$ cat config.mk
export PLATFORM = sky130hd
export DESIGN_NAME = multicycle_control_fsm
export DESIGN_NICKNAME = d
export VERILOG_FILES = /design/src/rtl/mips_ctrl_pkg.sv /design/src/rtl/mem_wait_counter.sv /design/src/rtl/multicycle_control_fsm.sv
export SDC_FILE = /design/constraint.sdc
export NUM_CORES = 1
export LEC_CHECK = 0
export CORE_MARGIN = 3
export CORE_UTILIZATION = 45
export CTS_BUF_LIST = sky130_fd_sc_hd__clkbuf_2 sky130_fd_sc_hd__clkbuf_4 sky130_fd_sc_hd__clkbuf_8
export CTS_CLUSTER_SIZE = 16
export DETAILED_ROUTE_END_ITERATION = 8
export PLACE_DENSITY = 0.81
export SYNTH_ARGS = -nofsm -noshare
export SYNTH_HDL_FRONTEND = slang
export SYNTH_SLANG_ARGS = --single-unit
$ cat constraint.sdc
create_clock -name clock -period 5.8 [get_ports clock]
set_clock_uncertainty 0.15 [all_clocks]
set_input_delay 1.16 -clock clock [delete_from_list [all_inputs] [get_ports clock]]
set_output_delay 1.16 -clock clock [all_outputs]
set_load 0.02 [all_outputs]
$ cat src/rtl/mips_ctrl_pkg.sv
// Shared encodings for the multicycle MIPS control unit: states, ALU ops,
// instruction fields and datapath mux selects.
package mips_ctrl_pkg;

  typedef enum logic [3:0] {
    S_RESET     = 4'd0,
    S_FETCH     = 4'd1,
    S_DECODE    = 4'd2,
    S_MEM_ADDR  = 4'd3,
    S_MEM_READ  = 4'd4,
    S_MEM_WB    = 4'd5,
    S_MEM_WRITE = 4'd6,
    S_EXEC_R    = 4'd7,
    S_R_WB      = 4'd8,
    S_BRANCH    = 4'd9,
    S_JUMP      = 4'd10,
    S_ADDI_EXEC = 4'd11,
    S_ADDI_WB   = 4'd12,
    S_HALT      = 4'd13,
    S_EXCEPTION = 4'd14
  } state_t;

  typedef enum logic [2:0] {
    ALU_LOAD = 3'd0,
    ALU_ADD  = 3'd1,
    ALU_SUB  = 3'd2,
    ALU_AND  = 3'd3,
    ALU_INC  = 3'd4,
    ALU_NEG  = 3'd5,
    ALU_XOR  = 3'd6,
    ALU_COMP = 3'd7
  } alu_op_t;

  // Opcodes
  localparam logic [5:0] OP_RTYPE = 6'h00;
  localparam logic [5:0] OP_J     = 6'h02;
  localparam logic [5:0] OP_BEQ   = 6'h04;
  localparam logic [5:0] OP_BNE   = 6'h05;
  localparam logic [5:0] OP_ADDI  = 6'h08;
  localparam logic [5:0] OP_LW    = 6'h23;
  localparam logic [5:0] OP_SW    = 6'h2B;

  // R-type funct codes
  localparam logic [5:0] FN_BREAK = 6'h0D;
  localparam logic [5:0] FN_ADD   = 6'h20;
  localparam logic [5:0] FN_SUB   = 6'h22;
  localparam logic [5:0] FN_AND   = 6'h24;
  localparam logic [5:0] FN_XOR   = 6'h26;
  localparam logic [5:0] FN_SLT   = 6'h2A;

  // ALU B input selects
  localparam logic [1:0] SRCB_REG    = 2'd0;
  localparam logic [1:0] SRCB_FOUR   = 2'd1;
  localparam logic [1:0] SRCB_IMM    = 2'd2;
  localparam logic [1:0] SRCB_IMM_SH = 2'd3;

  // PC input selects
  localparam logic [1:0] PCSRC_ALU    = 2'd0;
  localparam logic [1:0] PCSRC_ALUOUT = 2'd1;
  localparam logic [1:0] PCSRC_JUMP   = 2'd2;

  // True for the R-type funct values that execute on the ALU
  function automatic logic is_alu_funct(input logic [5:0] f);
    return (f == FN_ADD) || (f == FN_SUB) || (f == FN_AND) ||
           (f == FN_XOR) || (f == FN_SLT);
  endfunction

  // ALU operation for an R-type funct; decode already filtered illegal ones
  function automatic alu_op_t funct_alu_op(input logic [5:0] f);
    case (f)
      FN_SUB:  return ALU_SUB;
      FN_AND:  return ALU_AND;
      FN_XOR:  return ALU_XOR;
      FN_SLT:  return ALU_COMP;
      default: return ALU_ADD;
    endcase
  endfunction

endpackage

$ cat src/rtl/mem_wait_counter.sv
// Counts cycles spent waiting on the shared memory; done marks the cycle
// on which read data is valid.
module mem_wait_counter #(
  parameter int MEM_WAIT = 2
) (
  input  logic clock,
  input  logic reset,
  input  logic clear,
  input  logic enable,
  output logic done
);

  logic [2:0] r_cnt;

  // Clear has priority so the count restarts at 0 on every new access
  always_ff @(posedge clock or posedge reset) begin
    if (reset)       r_cnt <= 3'd0;
    else if (clear)  r_cnt <= 3'd0;
    else if (enable) r_cnt <= r_cnt + 3'd1;
  end

  assign done = (r_cnt == 3'(MEM_WAIT));

endmodule

$ cat src/rtl/multicycle_control_fsm.sv
// Multicycle MIPS control unit: sequences the shared datapath through
// fetch/decode/execute/memory/write-back and drives every mux and enable.
module multicycle_control_fsm
  import mips_ctrl_pkg::*;
#(
  parameter int MEM_WAIT = 2
) (
  input  logic       clock,
  input  logic       reset,
  input  logic [5:0] opcode,
  input  logic [5:0] funct,
  input  logic       zero,
  output logic       pc_write,
  output logic       iord,
  output logic       mem_write,
  output logic       ir_write,
  output logic       reg_write,
  output logic       reg_dst,
  output logic       mem_to_reg,
  output logic       alu_src_a,
  output logic [1:0] alu_src_b,
  output logic [2:0] alu_op,
  output logic [1:0] pc_source,
  output logic [3:0] state_out,
  output logic       halted
);

  state_t  r_state;
  state_t  w_next;
  alu_op_t w_alu_op;
  logic    w_in_wait;
  logic    w_done;

  // Counter runs only in the memory-wait states and is held at 0 elsewhere,
  // so it is already 0 on the first cycle of FETCH or MEM_READ.
  assign w_in_wait = (r_state == S_FETCH) || (r_state == S_MEM_READ);

  mem_wait_counter #(.MEM_WAIT(MEM_WAIT)) u_wait (
    .clock  (clock),
    .reset  (reset),
    .clear  (!w_in_wait || w_done),
    .enable (w_in_wait),
    .done   (w_done)
  );

  // State register; reset wins from any state, including mid-access
  always_ff @(posedge clock or posedge reset) begin
    if (reset) r_state <= S_RESET;
    else       r_state <= w_next;
  end

  // Next-state and datapath controls; everything not set is 0
  always_comb begin
    w_next     = r_state;
    pc_write   = 1'b0;
    iord       = 1'b0;
    mem_write  = 1'b0;
    ir_write   = 1'b0;
    reg_write  = 1'b0;
    reg_dst    = 1'b0;
    mem_to_reg = 1'b0;
    alu_src_a  = 1'b0;
    alu_src_b  = SRCB_REG;
    w_alu_op   = ALU_LOAD;
    pc_source  = PCSRC_ALU;
    halted     = 1'b0;
    case (r_state)
      S_RESET: w_next = S_FETCH;
      S_FETCH: begin
        alu_src_b = SRCB_FOUR;
        w_alu_op  = ALU_ADD;
        // IR and PC+4 latch only once the memory data is valid
        if (w_done) begin
          ir_write = 1'b1;
          pc_write = 1'b1;
          w_next   = S_DECODE;
        end
      end
      S_DECODE: begin
        alu_src_b = SRCB_IMM_SH;
        w_alu_op  = ALU_ADD;
        case (opcode)
          OP_RTYPE: begin
            if (is_alu_funct(funct))   w_next = S_EXEC_R;
            else if (funct == FN_BREAK) w_next = S_HALT;
            else                        w_next = S_EXCEPTION;
          end
          OP_LW, OP_SW:    w_next = S_MEM_ADDR;
          OP_BEQ, OP_BNE:  w_next = S_BRANCH;
          OP_J:            w_next = S_JUMP;
          OP_ADDI:         w_next = S_ADDI_EXEC;
          default:         w_next = S_EXCEPTION;
        endcase
      end
      S_MEM_ADDR: begin
        alu_src_a = 1'b1;
        alu_src_b = SRCB_IMM;
        w_alu_op  = ALU_ADD;
        w_next    = (opcode == OP_LW) ? S_MEM_READ : S_MEM_WRITE;
      end
      S_MEM_READ: begin
        iord = 1'b1;
        if (w_done) w_next = S_MEM_WB;
      end
      S_MEM_WB: begin
        reg_write  = 1'b1;
        mem_to_reg = 1'b1;
        w_next     = S_FETCH;
      end
      S_MEM_WRITE: begin
        iord      = 1'b1;
        mem_write = 1'b1;
        w_next    = S_FETCH;
      end
      S_EXEC_R: begin
        alu_src_a = 1'b1;
        w_alu_op  = funct_alu_op(funct);
        w_next    = S_R_WB;
      end
      S_R_WB: begin
        // Keep the ALU op so ALUOut stays meaningful during write-back
        reg_write = 1'b1;
        reg_dst   = 1'b1;
        w_alu_op  = funct_alu_op(funct);
        w_next    = S_FETCH;
      end
      S_BRANCH: begin
        alu_src_a = 1'b1;
        w_alu_op  = ALU_SUB;
        pc_source = PCSRC_ALUOUT;
        // Combinational from zero: the compare happens in this same cycle
        pc_write  = (opcode == OP_BEQ) ? zero : ~zero;
        w_next    = S_FETCH;
      end
      S_JUMP: begin
        pc_source = PCSRC_JUMP;
        pc_write  = 1'b1;
        w_next    = S_FETCH;
      end
      S_ADDI_EXEC: begin
        alu_src_a = 1'b1;
        alu_src_b = SRCB_IMM;
        w_alu_op  = ALU_ADD;
        w_next    = S_ADDI_WB;
      end
      S_ADDI_WB: begin
        reg_write = 1'b1;
        w_next    = S_FETCH;
      end
      S_HALT: begin
        halted = 1'b1;
      end
      S_EXCEPTION: begin
        halted = 1'b1;
      end
      // The unused encoding is treated as a fault
      default: w_next = S_EXCEPTION;
    endcase
  end

  assign alu_op    = w_alu_op;
  assign state_out = r_state;

endmodule

==> key figures, run 1 <==
Layout
  • Synth-to-Final Area Change: 35.3%
  • Multi-input logic area: 697 sq um
  • Layout cells sized above 1: 0.0488
  • Fill cell count: 171
  • FF+latch area: 175 sq um
  • Antenna Cells: 0
  • Final #Nets: 182

Synth
  • Cells after Synth: 138
  • Post-synth EDFFs: 0
  • Share of synthesized registers carrying an async set or reset: 1.00
  • Post-Syn Area: 960 sq um
  • Synthesized net count: 155
  • Syn_area_per_cell: 6.95 sq um
  • Count of cell types in the netlist: 42
  • Synth Flop Type: dfrtp_1
  • YS warnings: 0
  • Sequential area share after synthesis: 0.183
  • Synth Register Bits: 7

Route
  • Final ANT Viol Nets: 0
  • DR vias/cell: 5.82
  • DRC: 0
  • DRT Wirelength: 2470 um
  • DRT iter0 DRCs: 26
  • Vias: 1112
  • First drt pass iteration count: 5
  • Avg WL per Cell: 12.9 um

Power and ir drop
  • P_int: 0.000277 W
  • Max VDD drop: 0.000256 V
  • Sequential Power Share: 0.248
  • Net Sw Frac: 0.507
  • Comb power frac: 0.668
  • Leak: 0.454 nW
  • Total net switching power: 0.000284 W
  • Pwr dens: 432 nW/um^2
  • Clock network power share: 0.084
  • Tot Pwr: 0.000561 W

Critical path
  • CP endpoint kind: output pin
  • CP max stage delay: 0.63 ns
  • FF-to-FF path depth: 5
  • Crit Path Class: in2out
  • Slowest CP cell: clkdlybuf4s50_1
  • Crit path depth: 7
  • CP Buf/Inv Count: 2
  • Critical path peak fanout: 10
  • Reg2Reg Setup Slack: 3.81 ns
  • Worst setup path startpoint: opcode[3]
  • Critical Path, Cell by Cell: clkdlybuf4s50_1 -> or4b_4 -> nor3_1 -> xor2_1 -> or3_1 -> a21oi_1 -> clkdlybuf4s50_1
  • Worst path required time: 4.49 ns
  • Crit Reg-Reg Endpoint: state_out[1]$_DFFE_PP0P_
  • Critical path launch point type: input pin
  • Cell family with most CP delay: buffers and inverters
  • Worst Path Arrival: 3.73 ns
  • Worst Setup EP: pc_write
  • Worst flop-to-flop path startpoint: state_out[0]$_DFFE_PP0P_
  • Most used cell, CP: clkdlybuf4s50_1

Job
  • Max-cap viol count: 0

CTS
  • Hold-fix buffers at CTS: 0
  • Clock root cell: clkbuf_4
  • Htree depth: 1
  • TritonCTS Buffers: 3
  • Clock-pin transition on the worst setup and hold timing paths: 0.05 ns
  • Bufs on Longest Clock Path: 2
  • CTS tree: yes
  • # resized after CTS: 0
  • Sink Count: 7
  • Worst-Skew Late Latency: 0.24 ns
  • Postcts setup bufs: 0

Die
  • Starting Density: 0.484
  • Die W: 52.2 um
  • Die area: 2720 sq um
  • FP Rows: 16
  • Die Y: 52.2 um
  • Top-Level Pins: 35
  • Core area: 1980 sq um

Global route
  • Antenna violations before repair: 0
  • Tot GR Track Use: 0.195
  • Largest net degree at the start of global routing: 24
  • First-pass GRT wire length: 4200 um
  • Number of global-route vias before repair: 987
  • GRT overflow: 0

Placed design
  • Port bufs: 34
  • GPL Wtd Cong: 0.936
  • Hpwl dp: 1970 um

STA
  • Final setup vio count: 0
  • Period utilization: 0.870
  • Final hold vios: 0
  • Slew Limit Fails: 0
  • Slew HR: 0.546
  • Slew @ Worst Pin: 0.680 ns
  • Min Tclk post-route: 5.04 ns
  • Tightest hold margin: 0.322 ns
  • RSZ-0062 raised after global routing: no
  • Setup TNS: 0 ns
  • Fmax: 198 MHz

Outcome
  • Status: finished clean

Worst hold path
  • Worst Hold Class: reg2reg
[cells in the mapped netlist (2+ instances only)]
cell | number | area (sq um)
a2111o_1 | 2 | 22.5
nor4_1 | 2 | 12.5
nor2_1 | 16 | 60.1
inv_1 | 5 | 18.8
o31a_1 | 2 | 17.5
a21oi_1 | 14 | 70.1
nor4b_1 | 2 | 17.5
buf_1 | 2 | 7.51
clkbuf_1 | 4 | 15.0
xnor2_1 | 4 | 35.0
dfrtp_1 | 7 | 175
ha_1 | 2 | 25.0
nand2_1 | 10 | 37.5
o21ai_0 | 4 | 20.0
nand3_1 | 6 | 30.0
nand2b_1 | 7 | 43.8
buf_2 | 4 | 20.0
a31oi_1 | 2 | 12.5
o22ai_1 | 2 | 12.5
nor2b_1 | 3 | 18.8
a211oi_1 | 3 | 22.5
buf_6 | 2 | 22.5
or3_1 | 2 | 12.5
o211ai_1 | 3 | 22.5
nor3_1 | 11 | 55.1
[sequential cells by signal, indices dropped and copies added, names as in the netlist]
name / count
u_wait.r_cnt: 3
state_out: 4
[cells by family (layout without fill, tap and decap cells)]
logic type	count (synthesis)	in the layout	share of synthesized area
XOR/XNOR	5	5	0.0456
flip-flops	7	7	0.183
adder cells (fa/ha/maj)	2	2	0.0261
multiplexers	2	2	0.0222
AO/OA/AOI/OAI	40	40	0.284
AND/OR/NAND/NOR	64	64	0.348
buffers and inverters	18	44	0.0913
[area by class of cell]
cell class	instances	area share
timing repair buffer	34	0.262
inverter	6	0.0173
sequential	7	0.135
multi-input combinational	113	0.537
clock buffer	4	0.0231
tap	27	0.0260
[cell usage in the layout, fill, tap and decap left out, types with 3 or more instances in the layout]
| master | instances |
|---|---|
| nor2_1 | 16 |
| dfrtp_1 | 7 |
| inv_1 | 5 |
| nand2_1 | 10 |
| xnor2_1 | 4 |
| o21ai_0 | 4 |
| nand3_1 | 6 |
| nor2b_1 | 3 |
| a21oi_1 | 14 |
| o211ai_1 | 3 |
| clkbuf_4 | 4 |
| a211oi_1 | 3 |
| clkdlybuf4s50_1 | 34 |
| nand2b_1 | 7 |
| nor3_1 | 11 |
[metal layers]
metal	track usage	vias up	wire, um
li1	-	564	-
met1	0.263	513	1160
met2	0.333	33	1180
met3	0.0285	2	109
met4	0.0340	0	19
met5	0	-	0
[power groups by stage]
| stage | clock (W) | sequential, W | combinational, W |
|---|---|---|---|
| 2_1_floorplan | 0 | 0.0000958 | 0.000281 |
| 3_3_place_gp | 0 | 0.000137 | 0.000371 |
| 3_5_place_dp | 0 | 0.000138 | 0.000376 |
| 4_1_cts | 0.0000492 | 0.000137 | 0.000377 |
| 5_1_grt | 0.0000516 | 0.000148 | 0.000413 |
| 6_report | 0.0000471 | 0.000139 | 0.000375 |
[how the worst min path moves through the flow]
| stage | startpoint | to | slack [ns] | cells past startpoint |
|---|---|---|---|---|
| after global routing | u_wait.r_cnt[0]$_DFFE_PP0P_ | u_wait.r_cnt[0]$_DFFE_PP0P_ | 0.35 | 1 |
| after global placement | u_wait.r_cnt[0]$_DFFE_PP0P_ | u_wait.r_cnt[0]$_DFFE_PP0P_ | 0.30 | 1 |
| after detailed placement | u_wait.r_cnt[0]$_DFFE_PP0P_ | u_wait.r_cnt[0]$_DFFE_PP0P_ | 0.31 | 1 |
| final | u_wait.r_cnt[0]$_DFFE_PP0P_ | u_wait.r_cnt[0]$_DFFE_PP0P_ | 0.32 | 1 |
| after floorplan | u_wait.r_cnt[0]$_DFFE_PP0P_ | u_wait.r_cnt[0]$_DFFE_PP0P_ | 0.28 | 1 |
| after CTS | u_wait.r_cnt[0]$_DFFE_PP0P_ | u_wait.r_cnt[0]$_DFFE_PP0P_ | 0.32 | 1 |
[worst register-to-register path, stage by stage (launching register included)]
cell       delay, ns
dfrtp_1         0.70
clkinv_1        0.41
nand2_1         0.25
o41ai_1         0.10
a31oi_1         0.18
a2bb2oi_1       0.08
[stage by stage]
step           cells  utilization  setup slack (ns)  area, sq um
2_1_floorplan    138            -              1.76          960
3_3_place_gp     187        0.640             0.809         1270
3_5_place_dp     187        0.640             0.767         1270
4_1_cts          191        0.655             0.759         1300
5_1_grt          191        0.655             0.565         1300
6_report         191        0.655             0.756         1300
Power figures use the tool's default switching activity.
==> inputs of run 2 (changes only) <==
--- a/config.mk
+++ b/config.mk
@@ -5,6 +5,7 @@
 export SDC_FILE = /design/constraint.sdc
 export NUM_CORES = 1
 export LEC_CHECK = 0
+export CORE_ASPECT_RATIO = 0.8
 export CORE_MARGIN = 3
 export CORE_UTILIZATION = 45
 export CTS_BUF_LIST = sky130_fd_sc_hd__clkbuf_2 sky130_fd_sc_hd__clkbuf_4 sky130_fd_sc_hd__clkbuf_8
==> key figures, run 2 (synthesis results as in run 1) <==
Outcome
  • Status: finished clean

Global route
  • Number of global-route vias before repair: 1059 (+7.3%)
  • Largest net degree at the start of global routing: 24 (unchanged)
  • GRT overflow: 0 (unchanged)
  • Tot GR Track Use: 0.212 (+0.0166)
  • Antenna violations before repair: 0 (unchanged)
  • First-pass GRT wire length: 4570 um (+8.9%)

STA
  • Period utilization: 0.874 (+0.00393)
  • RSZ-0062 raised after global routing: no
  • Final setup vio count: 0 (unchanged)
  • Min Tclk post-route: 5.07 ns (+0.0228 ns)
  • Slew @ Worst Pin: 0.722 ns (+0.0420 ns)
  • Tightest hold margin: 0.305 ns (-0.0172 ns)
  • Slew HR: 0.518 (-0.0280)
  • Slew Limit Fails: 0 (unchanged)
  • Fmax: 197 MHz (-0.45%)
  • Setup TNS: 0 ns (unchanged)
  • Final hold vios: 0 (unchanged)

Worst hold path
  • Worst Hold Class: reg2reg
  • Hold Path End: u_wait.r_cnt[0]$_DFFE_PP0P_
  • Hold depth: 1 (unchanged)
  • Source of the worst hold timing path: u_wait.r_cnt[0]$_DFFE_PP0P_

CTS
  • Hold-fix buffers at CTS: 0 (unchanged)
  • Worst-Skew Late Latency: 0.25 ns (about the same)
  • Bufs on Longest Clock Path: 2 (unchanged)
  • Clock-pin transition on the worst setup and hold timing paths: 0.05 ns (about the same)
  • TritonCTS Buffers: 3 (unchanged)
  • Sink Count: 7 (unchanged)
  • Postcts setup bufs: 0 (unchanged)
  • Htree depth: 1 (unchanged)
  • CTS tree: yes
  • Clock root cell: clkbuf_4
  • # resized after CTS: 0 (unchanged)

Placed design
  • Port bufs: 34 (unchanged)
  • Hpwl dp: 2050 um (+3.9%)
  • DP Area: 1260 sq um (-0.30%)
  • GPL Wtd Cong: 0.789 (-16%)

Die
  • Starting Density: 0.494 (+0.00935)
  • Core area: 1940 sq um (-1.9%)
  • Die W: 57.6 um (+10%)
  • Top-Level Pins: 35 (unchanged)
  • FP Rows: 14 (-2)
  • Die area: 2730 sq um (+0.13%)
  • Die Y: 47.3 um (-9.3%)

Critical path
  • Reg2Reg Setup Slack: 3.73 ns (-0.08 ns)
  • Crit Reg-Reg Endpoint: state_out[1]$_DFFE_PP0P_
  • CP endpoint kind: output pin
  • Slowest CP cell: clkdlybuf4s50_1
  • Critical path peak fanout: 10 (unchanged)
  • Critical path launch point type: input pin
  • Worst flop-to-flop path startpoint: state_out[0]$_DFFE_PP0P_
  • CP max stage delay: 0.63 ns (about the same)
  • Worst path required time: 4.49 ns (about the same)
  • Worst setup path startpoint: opcode[3]
  • Critical Path, Cell by Cell: clkdlybuf4s50_1 -> or4b_4 -> nor3_1 -> xor2_1 -> or3_1 -> a21oi_1 -> clkdlybuf4s50_1
  • Worst Path Arrival: 3.76 ns (+0.03 ns)
  • FF-to-FF path depth: 5 (unchanged)
  • Crit Path Class: in2out
  • Most used cell, CP: clkdlybuf4s50_1

Layout
  • Most common cell after layout, fill and taps aside: clkdlybuf4s50_1
  • Fin area: 1290 sq um (-0.29%)
  • Commonest non-fill, non-tap cells in the layout: 34 x clkdlybuf4s50_1, 16 x nor2_1, 14 x a21oi_1
  • Layout cells sized above 1: 0.0488 (unchanged)
  • Max reg flops: 4 (unchanged)
  • Final #Nets: 182 (unchanged)
  • Antenna Cells: 0 (unchanged)
  • Synth-to-Final Area Change: 34.9%
  • Final core area utilization: 0.666 (+0.0107)

Job
  • Max-cap viol count: 0 (unchanged)

Route
  • Avg WL per Cell: 14.3 um (+11%)
  • DRT iter0 DRCs: 48 (+85%)
  • DR vias/cell: 6.05 (+3.9%)
  • DRT Wirelength: 2690 um (+8.8%)
  • First drt pass iteration count: 5 (unchanged)
  • DRC: 0 (unchanged)
  • Vias: 1137 (+2.2%)
  • Final ANT Viol Nets: 0 (unchanged)

Power and ir drop
  • Pwr dens: 439 nW/um^2 (+1.7%)
  • Leak: 0.454 nW (unchanged)
  • Max VDD drop: 0.000311 V (+21%)
==> run 2: cell counts in the layout (fill, tap and decap cells not counted) <==
No cell type changed its count.
==> run 2: final cells by class <==
class	count	area, sq um
multi-input cells	113	697
fillers	175	649
clock buffers	4	30.0
flip-flops and latches	7	175
well taps	24	30.0
repair buffers	34	340
inverters	6	22.5
==> run 2: critical path, delay by kind of cell <==
kind / cells / cell delay (ns)
XOR/XNOR: 1 / 0.09
AO/OA/AOI/OAI: 1 / 0.14
AND/OR/NAND/NOR: 3 / 1.14
buffers and inverters: 2 / 1.22
==> run 2: stage by stage <==
stage / setup slack [ns] / std cells / total power (W)
3_5_place_dp: 0.761 / 184 / 0.000518
6_report: 0.733 / 188 / 0.000569
5_1_grt: 0.602 / 188 / 0.000620
4_1_cts: 0.758 / 188 / 0.000570
3_3_place_gp: 0.787 / 184 / 0.000507
2_1_floorplan: 1.76 / 138 / 0.000377
==> run 2: power breakdown <==
group	internal, W	total [W]	switching, W	leakage (nW)
clock	0.0000309	0.0000485	0.0000176	0.0184
sequential	0.0000662	0.000141	0.0000749	0.0904
combinational	0.000180	0.000379	0.000199	0.345
total	0.000277	0.000569	0.000292	0.454
==> run 2: worst max path at each step <==
stage | end | slack, ns | cells after the start
4_1_cts | pc_write | 0.76 | 7
3_5_place_dp | pc_write | 0.76 | 7
6_report | pc_write | 0.73 | 7
2_1_floorplan | pc_write | 1.76 | 6
5_1_grt | pc_write | 0.60 | 7
3_3_place_gp | pc_write | 0.79 | 7
==> run 2: metal layers <==
metal | part of all wire | up-vias | wire length, um | track usage
met5 | 0 | - | 0 | 0
met4 | 0 | 0 | 0 | 0.0787
met3 | 0.095 | 0 | 256 | 0.0412
met2 | 0.46 | 57 | 1230 | 0.351
met1 | 0.45 | 522 | 1200 | 0.278
li1 | - | 558 | - | -
==> inputs of run 3 (changes only) <==
--- a/config.mk
+++ b/config.mk
@@ -7,11 +7,11 @@
 export LEC_CHECK = 0
 export CORE_ASPECT_RATIO = 0.8
 export CORE_MARGIN = 3
-export CORE_UTILIZATION = 45
+export CORE_UTILIZATION = 49
 export CTS_BUF_LIST = sky130_fd_sc_hd__clkbuf_2 sky130_fd_sc_hd__clkbuf_4 sky130_fd_sc_hd__clkbuf_8
 export CTS_CLUSTER_SIZE = 16
 export DETAILED_ROUTE_END_ITERATION = 8
-export PLACE_DENSITY = 0.81
+export PLACE_DENSITY = 0.87
 export SYNTH_ARGS = -nofsm -noshare
 export SYNTH_HDL_FRONTEND = slang
 export SYNTH_SLANG_ARGS = --single-unit
==> key figures, run 3 (synthesis results as in run 1) <==
Outcome
  • Status: finished clean

Power and ir drop
  • Tot Pwr: 0.000571 W (+0.37%)
  • Net Sw Frac: 0.515 (+0.00148)
  • Max VDD drop: 0.000335 V (+7.6%)
  • Clock network power share: 0.090 (+0.005)
  • P_int: 0.000277 W (about the same)
  • Leak: 0.454 nW (unchanged)
  • Comb power frac: 0.665 (-0.002)
  • Total net switching power: 0.000294 W (+0.66%)
  • Sequential Power Share: 0.245 (-0.003)
  • Pwr dens: 442 nW/um^2 (+0.56%)

Layout
  • Antenna Cells: 0 (unchanged)
  • Final Non-Filler Cells: 186 (-1.1%)
  • Final #Nets: 182 (unchanged)
  • Layout cells sized above 1: 0.0488 (unchanged)
  • Synth-to-Final Area Change: 34.7%
  • Commonest non-fill, non-tap cells in the layout: 34 x clkdlybuf4s50_1, 16 x nor2_1, 14 x a21oi_1
  • Max reg flops: 4 (unchanged)
  • Final core area utilization: 0.743 (+0.0766)
  • Most common cell after layout, fill and taps aside: clkdlybuf4s50_1

Placed design
  • Pre-CTS setup slack: 0.776 ns (+0.0145 ns)
  • GPL Wtd Cong: 0.803 (+1.7%)
  • Hpwl dp: 2010 um (-1.8%)
  • Port bufs: 34 (unchanged)
  • Placed cells: 182 (-1.1%)

Die
  • Core area: 1740 sq um (-10%)
  • FP Rows: 13 (-1)
  • Die Y: 45.6 um (-3.6%)
  • Starting Density: 0.551 (+0.0578)
  • Die W: 55.5 um (-3.7%)
  • Die area: 2530 sq um (-7.2%)
  • Top-Level Pins: 35 (unchanged)

Critical path
  • Critical path peak fanout: 10 (unchanged)
  • Critical path launch point type: input pin
  • Worst setup path startpoint: opcode[3]
  • FF-to-FF path depth: 5 (unchanged)
  • Worst Path Arrival: 3.74 ns (-0.02 ns)
  • Reg2Reg Setup Slack: 3.75 ns (+0.02 ns)
  • Worst path required time: 4.49 ns (about the same)
  • CP endpoint kind: output pin
  • Crit Reg-Reg Endpoint: state_out[1]$_DFFE_PP0P_
  • Crit Path Class: in2out
  • Worst flop-to-flop path startpoint: state_out[0]$_DFFE_PP0P_

STA
  • Min Tclk post-route: 5.05 ns (-0.0204 ns)
  • RSZ-0062 raised after global routing: no
  • Slew HR: 0.538 (+0.0199)
  • Fmax: 198 MHz (+0.40%)
  • Period utilization: 0.870 (-0.00351)
  • Setup TNS: 0 ns (unchanged)
  • Slew @ Worst Pin: 0.693 ns (-0.0299 ns)
  • Slew Limit Fails: 0 (unchanged)
  • Final hold vios: 0 (unchanged)
  • Setup ws final: 0.754 ns (+0.0203 ns)
  • Final setup vio count: 0 (unchanged)

CTS
  • Postcts setup bufs: 0 (unchanged)
  • # resized after CTS: 0 (unchanged)
  • Bufs on Longest Clock Path: 2 (unchanged)
  • Clock-pin transition on the worst setup and hold timing paths: 0.05 ns (about the same)
  • Htree depth: 1 (unchanged)
  • Hold-fix buffers at CTS: 0 (unchanged)
  • Sink Count: 7 (unchanged)
  • TritonCTS Buffers: 3 (unchanged)
  • Worst-Skew Late Latency: 0.26 ns (about the same)
  • Clock root cell: clkbuf_4
  • CTS tree: yes

Worst hold path
  • Hold Path End: u_wait.r_cnt[0]$_DFFE_PP0P_
  • Worst Hold Class: reg2reg
  • Hold depth: 1 (unchanged)
  • Source of the worst hold timing path: u_wait.r_cnt[0]$_DFFE_PP0P_

Route
  • Avg WL per Cell: 14.2 um (-0.50%)
  • Final ANT Viol Nets: 0 (unchanged)
  • DRC: 0 (unchanged)
  • First drt pass iteration count: 4 (-1)
  • DR vias/cell: 6.04 (about the same)
  • Vias: 1124 (-1.1%)
  • DRT Wirelength: 2650 um (-1.6%)
  • DRT iter0 DRCs: 21 (-56%)

Global route
  • Antenna violations before repair: 0 (unchanged)
  • Number of global-route vias before repair: 1013 (-4.3%)
  • Largest net degree at the start of global routing: 24 (unchanged)
  • GRT overflow: 0 (unchanged)
  • Tot GR Track Use: 0.222 (+0.00987)
  • First-pass GRT wire length: 4410 um (-3.5%)

Job
  • Max-cap viol count: 0 (unchanged)
## run 3: cell counts in the layout (fill, tap and decap cells not counted)
Identical to the previous run, type by type.
## run 3: through the flow
step / hold slack [ns] / cell area [sq um]
after floorplan: 0.280 / 960
final: 0.307 / 1290
after global placement: 0.305 / 1260
after CTS: 0.310 / 1290
after detailed placement: 0.304 / 1260
after global routing: 0.356 / 1290
## run 3: power groups by stage
| stage | combinational, W | sequential, W | clock, W |
|---|---|---|---|
| 2_1_floorplan | 0.000281 | 0.0000958 | 0 |
| 3_3_place_gp | 0.000369 | 0.000137 | 0 |
| 3_5_place_dp | 0.000377 | 0.000140 | 0 |
| 4_1_cts | 0.000380 | 0.000138 | 0.0000526 |
| 5_1_grt | 0.000413 | 0.000149 | 0.0000565 |
| 6_report | 0.000380 | 0.000140 | 0.0000512 |
## run 3: per-layer routing
metal	part of all wire	up-vias	wire length (um)	global-route usage
met1	0.47	512	1240	0.293
li1	-	566	-	-
met3	0.067	2	177	0.0567
met4	0.0076	0	20	0.0534
met5	0	-	0	0
met2	0.46	44	1210	0.368
## run 3: worst max-delay path by stage
stage                     slack (ns)        to
after floorplan                 1.76  pc_write
after global placement          0.79  pc_write
after detailed placement        0.78  pc_write
after CTS                       0.77  pc_write
after global routing            0.66  pc_write
final                           0.75  pc_write
## run 3: layout make-up
class	count	area, sq um
tap	22	27.5
timing repair buffer	34	340
multi-input combinational	113	697
fill	150	448
sequential	7	175
inverter	6	22.5
clock buffer	4	30.0
## run 3: critical path: stages
cell,delay [ns]
clkdlybuf4s50_1,0.59
or4b_4,0.61
nor3_1,0.19
xor2_1,0.08
or3_1,0.30
a21oi_1,0.16
clkdlybuf4s50_1,0.63
